### config.mk
export PLATFORM = sky130hd
export DESIGN_NAME = hazard_ctrl
export DESIGN_NICKNAME = d
export VERILOG_FILES = /design/src/rtl/hazard_ctrl.sv
export SDC_FILE = /design/constraint.sdc
export NUM_CORES = 1
export LEC_CHECK = 0
export CAP_MARGIN = 20
export CELL_PAD_IN_SITES_DETAIL_PLACEMENT = 0
export CELL_PAD_IN_SITES_GLOBAL_PLACEMENT = 2
export CORE_MARGIN = 5
export CORE_UTILIZATION = 24
export DETAILED_ROUTE_END_ITERATION = 7
export PLACE_DENSITY_LB_ADDON = 0.3
export SETUP_SLACK_MARGIN = 0.5
export SYNTH_ARGS = -nofsm -noshare
export SYNTH_HDL_FRONTEND = slang
export SYNTH_SLANG_ARGS = --single-unit
### constraint.sdc
create_clock -name clk -period 4.3 [get_ports clk]
set_input_delay 1.075 -clock clk [delete_from_list [all_inputs] [get_ports clk]]
set_output_delay 1.075 -clock clk [all_outputs]
set_load 0.01 [all_outputs]
### src/rtl/hazard_ctrl.sv
// Pipeline hazard controller: operand forwarding, load-use/branch/multiply/memory-wait
// stall and flush generation, with a saturating stall-cycle counter.
module hazard_ctrl #(
    parameter int MUL_LAT = 4
) (
    input  logic        clk,
    input  logic        rst,
    input  logic [4:0]  rs1_D,
    input  logic [4:0]  rs2_D,
    input  logic [4:0]  rs1_E,
    input  logic [4:0]  rs2_E,
    input  logic [4:0]  rd_E,
    input  logic        memread_E,
    input  logic        regwrite_E,
    input  logic        mul_start_E,
    input  logic        branch_E,
    input  logic [4:0]  rd_M,
    input  logic        regwrite_M,
    input  logic [4:0]  rd_W,
    input  logic        regwrite_W,
    input  logic        mem_busy_M,
    output logic        stall_F,
    output logic        stall_D,
    output logic        stall_E,
    output logic        stall_M,
    output logic        flush_F,
    output logic        flush_E,
    output logic        flush_M,
    output logic        flush_W,
    output logic [1:0]  fwdA_E,
    output logic [1:0]  fwdB_E,
    output logic [1:0]  state,
    output logic [15:0] stall_cnt
);
    typedef enum logic [1:0] {
        RUN = 2'd0,
        MUL = 2'd1,
        MEM = 2'd2
    } state_t;

    localparam logic [3:0] MUL_INIT = 4'(MUL_LAT - 1);

    state_t      state_q, state_n, saved_q, saved_n, eff_state;
    logic [3:0]  cnt_q, cnt_n;
    logic [15:0] stall_cnt_q;
    logic        load_use;
    logic        unused_regwrite_e;

    assign unused_regwrite_e = regwrite_E;
    assign state             = state_q;
    assign stall_cnt         = stall_cnt_q;

    function automatic logic [1:0] fwd_sel(input logic [4:0] rs,
                                           input logic       wr_m,
                                           input logic [4:0] rd_m,
                                           input logic       wr_w,
                                           input logic [4:0] rd_w);
        logic [1:0] sel;
        sel = 2'b00;
        if (wr_m && rd_m != 5'd0 && rd_m == rs)
            sel = 2'b10;
        else if (wr_w && rd_w != 5'd0 && rd_w == rs)
            sel = 2'b01;
        return sel;
    endfunction

    always_comb begin
        fwdA_E = 2'b00;
        fwdB_E = 2'b00;
        if (!rst) begin
            fwdA_E = fwd_sel(rs1_E, regwrite_M, rd_M, regwrite_W, rd_W);
            fwdB_E = fwd_sel(rs2_E, regwrite_M, rd_M, regwrite_W, rd_W);
        end
    end

    always_comb begin
        stall_F   = 1'b0;
        stall_D   = 1'b0;
        stall_E   = 1'b0;
        stall_M   = 1'b0;
        flush_F   = 1'b0;
        flush_E   = 1'b0;
        flush_M   = 1'b0;
        flush_W   = 1'b0;
        state_n   = RUN;
        saved_n   = saved_q;
        cnt_n     = cnt_q;
        // Leaving MEM behaves exactly like the state that was interrupted.
        eff_state = (state_q == MEM) ? saved_q : state_q;
        load_use  = memread_E && (rd_E != 5'd0) && ((rd_E == rs1_D) || (rd_E == rs2_D));

        if (rst) begin
            flush_F = 1'b1;
            flush_E = 1'b1;
            flush_M = 1'b1;
            flush_W = 1'b1;
            saved_n = RUN;
            cnt_n   = 4'd0;
        end else if (mem_busy_M) begin
            stall_F = 1'b1;
            stall_D = 1'b1;
            stall_E = 1'b1;
            stall_M = 1'b1;
            flush_W = 1'b1;
            state_n = MEM;
            saved_n = (state_q == MEM) ? saved_q : state_q;
        end else if (eff_state == MUL) begin
            if (cnt_q != 4'd0) begin
                stall_F = 1'b1;
                stall_D = 1'b1;
                stall_E = 1'b1;
                flush_M = 1'b1;
                cnt_n   = cnt_q - 4'd1;
                state_n = MUL;
            end
        end else if (branch_E) begin
            flush_F = 1'b1;
            flush_E = 1'b1;
        end else if (load_use) begin
            stall_F = 1'b1;
            stall_D = 1'b1;
            flush_E = 1'b1;
        end else if (mul_start_E) begin
            stall_F = 1'b1;
            stall_D = 1'b1;
            stall_E = 1'b1;
            flush_M = 1'b1;
            cnt_n   = MUL_INIT;
            state_n = MUL;
        end
    end

    always_ff @(posedge clk) begin
        if (rst) begin
            state_q     <= RUN;
            saved_q     <= RUN;
            cnt_q       <= 4'd0;
            stall_cnt_q <= 16'd0;
        end else begin
            state_q <= state_n;
            saved_q <= saved_n;
            cnt_q   <= cnt_n;
            if (stall_D && stall_cnt_q != 16'hFFFF)
                stall_cnt_q <= stall_cnt_q + 16'd1;
        end
    end
endmodule

# Yosys cells after proc, flatten, opt, wreduce, memory -nomap -nowiden
# Index checks and enable logic that the tools add are counted.
# op_classes
addsub	2
n_eq_ne	12
n_mux	44
bitwise	1
n_reduce_logical	17
# ops
operator	n
1-bit two-way mux	32
5-bit equality test	6
4-bit two-way mux	5
16-bit by 1-bit adder with 16-bit output, second input constant	1
16-bit != test, second input constant	1
5-bit nonzero test	3
2-bit two-way mux	7
1-bit logical AND	9
2-bit by 1-bit != test with 1-bit output, second input constant	3
5-bit AND reduction	1
4-bit nonzero test	1
4-bit by 1-bit subtractor with 4-bit output, second input constant	1
2-bit by 1-bit equality test with 1-bit output, second input constant	1
2-bit equality test, second input constant	1
2-bit nonzero test	1
2-bit OR reduction	1
1-bit logical OR	1
1-bit NOT	1
# word_totals
regBits	24
input_bits	44
output_inout_bits	30

# Logic depth before layout (Yosys ltp)
# depth
depth_word	9
ltp_mapped	9

# Least setup slack after synthesis
# No wires, ideal clock.
# synth_path
path_type	input to output
from	in rd_M[1]
to	out fwdA_E[0]
t_arrival_ns	2.438
required_ns	3.225
setup_slack_ns	0.787
cell_stages	4
path_cell_list	or4_1 > o21ai_0 > nor3_1 > nor4_1
# synth_between
elab_chain_cells	5
# synth_lines
element	line	source
start, declared	17	input logic [4:0] rd_M,
5-bit nonzero test	60	if (wr_m && rd_m != 5'd0 && rd_m == rs)
1-bit logical AND	60	
1-bit logical AND (*)	60	
2-bit two-way mux (*)	60	
2-bit two-way mux (*)	70	if (!rst) begin
end, declared	30	output logic [1:0] fwdA_E,
# Every way passes the cells marked *; elsewhere a longest branch is shown, timed or not.

# Worst setup path in the final report
# layout_path
from	in rs1_E[2]
to	out fwdA_E[0]
# layout_between
elab_chain_cells	5
# layout_lines
element	line	source
start, declared	10	input logic [4:0] rs1_E,
5-bit equality test	62	else if (wr_w && rd_w != 5'd0 && rd_w == rs)
1-bit logical AND	62	
1-bit two-way mux	62	
2-bit two-way mux (*)	60	
2-bit two-way mux (*)	70	
# Marked as above.

==> results.ini <==
[pwr]
internal-power_uw=446
p_clk_frac=0.332
p_leak_uw=0.00104
p_switching_uw=156
combPwrFrac=0.275
peakVddDrop_mv=0.114
switching_share=0.260
power_density_nw_per_um2=216
p_seq_frac=0.393

[run_status]
status=finished clean

[drt]
drt-pass1-iter-count=4
antenna_left=0
drc_errors=0
dr.first_iter.drc_count=79
viasPerCell=4.61
dr_total_vias=1868
drt_wl_total_mm=5.22
wire_per_inst_um=12.9

[die]
floorplan.initialDensity=0.249
pin_count=74
die_area_um2=8860
core_um2=6830
die_w_um=94.1
die_h_um=94.1
placementRows=30

[global_routing]
grt_pass1_vias=1936
antenna_found_initial=0
use_met2=0.208
use_met1=0.147
grtUsageMet3=0.0313
overflow=0
grt-busiest-layer=met2
grt_start_max_net_pins=28
grtUsageTotal=0.118
grt_pass1_wl_mm=8.64

[sta]
fin_skew_ns=0.0109
rsz0062_at_grt=true
setup-tns-final_ns=0
max-slew-margin-rel=0.695
hold_viol=0
worst_pin_slew_ns=0.457
fin_crit_ns=3.79
drv_slew=0
min_period_over_period=0.881
fmax_ghz=0.264
finalSetupViolCount=0

[logic_synthesis]
synth_top_cell_area_share=0.283
synth.net_count=262
syn-instance-count=216
syn_area_per_cell_um2=7.86
netlist_area_um2=1700
ys_warn_count=0
synthFlopType=dfxtp_1
synth_top_area_cell=dfxtp_1
async_reset_ff_frac=0
synth_area_leaders=dfxtp_1, xnor2_1, xor2_1
synth_edf_count=0
synth.distinct_cells=49
seq_area_frac_synth=0.283
ys_seq_elements=24

[worst_setup_path]
critPathTopFamily=simple AND/OR/NAND/NOR gates
regToRegStartpoint=stall_cnt[0]$_SDFFE_PP0P_
end_kind=output port
worstReg2RegEnd=stall_cnt[1]$_SDFFE_PP0P_
cp.arrival_ns=2.71
r2r_slack_ns=2.00
cp_slowest_cell=or4_4
path_buf_inv=2
max_stage_delay_ns=0.56
required_ns=3.22
cp-start-kind=primary input
path_max_fanout=2
r2r_cells=8
crit_type=in -> out
cp_cell_sequence=clkdlybuf4s50_1, xor2_1, or4_4, nor4_4, buf_2

[clocking]
clkSlewWorstSetupHoldPaths_ns=0.09
cts_num_sinks=24
htreeDepth=1
ctsHoldBuffers=0
clk_latency_ns=0.27
cts-buffers-inserted=3
clk_path_buf_depth=2
cts_tree=built
cts-root-buf=clkbuf_8

[job]
cap_viol_max_count=0

[worst_hold_path]
holdPathEnd=stall_cnt[15]$_SDFFE_PP0P_
hp-class=reg -> reg
hold_depth=2
min-delay-start=stall_cnt[15]$_SDFFE_PP0P_

[cells_and_area]
diodes=0
area_delta_synth_final_pct=64.3
drive_gt1_frac=0.162
layout.nets=356
postLayoutCoreUtil=0.408

[place]
placement.io_buffers=72
hpwl_mm=4.29
gp_congestion=0.868

## worst register-to-register path, delay by kind of cell, from the launching register on
kind	cells	cell delay (ns)
multiplexers	1	0.19
AO/OA/AOI/OAI	2	0.54
AND/OR/NAND/NOR	3	0.47
buffers and inverters	1	0.23
adder cells (fa/ha/maj)	1	0.26
flip-flops	1	0.51
## worst max-delay path by stage
stage / startpoint / endpoint / slack, ns / cells after the start
global placement: rd_M[1] / fwdB_E[0] / -0.07 / 7
floorplan: rd_M[1] / fwdA_E[0] / 0.79 / 4
global route: rs1_E[2] / fwdA_E[0] / 0.46 / 5
CTS: rd_M[1] / fwdA_E[0] / 0.42 / 7
detailed placement: rd_M[1] / fwdB_E[0] / -0.09 / 7
finish: rs1_E[2] / fwdA_E[0] / 0.51 / 5
## area by class of cell
type | instances | area (µm²)
timing repair buffer | 97 | 890
inverter | 8 | 30.0
clock inverter | 1 | 30.0
clock buffer | 3 | 41.3
tap | 96 | 120
multi-input combinational | 176 | 1200
sequential | 24 | 480
fill | 744 | 4040
## synth_stat cells (all sizes together) (2+ instances only)
library cell	instances
a21oi	17
a22oi	2
buf	4
clkbuf	4
dfxtp	24
ha	2
inv	7
mux2	2
nand2	16
nand2b	4
nand3	12
nand4	5
nor2	19
nor2b	2
nor3	6
nor4	7
o21a	2
o21ai	11
o22ai	2
o31ai	3
or3	9
or4	7
xnor2	20
xor2	12
## routing by layer
metal  vias to the layer above  wire length [µm]  share of wire
met5                         -                 0              0
met2                        51              2500           0.48
met3                         4               335          0.064
li1                        972                 -              -
met1                       841              2350           0.45
met4                         0                40         0.0077
## sequential cells by signal, indices dropped and copies added (netlist names)
name       flops
cnt_q          4
saved_q        2
stall_cnt     16
state          2
## metrics by stage
stage | std cells | setup WS (ns) | power, µW | hold slack, ns | instance area [µm²]
finish | 405 | 0.511 | 602 | 0.503 | 2790
floorplan | 216 | 0.787 | 310 | 0.464 | 1700
global placement | 400 | -0.0731 | 407 | 0.486 | 2680
detailed placement | 400 | -0.0903 | 409 | 0.490 | 2680
CTS | 404 | 0.418 | 611 | 0.506 | 2740
global route | 405 | 0.455 | 636 | 0.524 | 2790
## layout by cell type, fill, tap and decap left out, types with 4 or more instances in the layout
cell type,count
dfxtp_1,24
or4_4,4
inv_1,7
buf_2,6
nor4_1,5
nand3_1,12
o21ai_0,8
nor3_1,6
xnor2_1,19
dlygate4sd2_1,9
a21oi_1,15
clkdlybuf4s50_1,51
or3_1,9
nor2_1,19
nand2b_1,4
dlymetal6s2s_1,6
nand4_1,5
nand2_1,16
buf_4,23
xor2_1,12
## power by group through the flow
stage	combinational, µW	clock [µW]	sequential (µW)
2_1_floorplan	69.4	0	241
3_3_place_gp	165	0	242
3_5_place_dp	166	0	242
4_1_cts	165	209	237
5_1_grt	181	217	238
6_report	166	200	237
## logic make-up after synthesis
group	after synthesis	share of synthesized area
compound gates	46	0.176
xor+xnor	32	0.165
mux	3	0.0214
simple gates	93	0.297
fa+ha+maj	2	0.0147
buf+inv	16	0.0427
flops	24	0.283
## repair_timing
action	CTS	global route
cloned	0	0
hold endpoints to repair	0	0
endpoints found under the setup margin	9	8
setup buffers	0	1
resized for setup	45	11
pin swaps	8	8
Power figures use the tool's default switching activity.
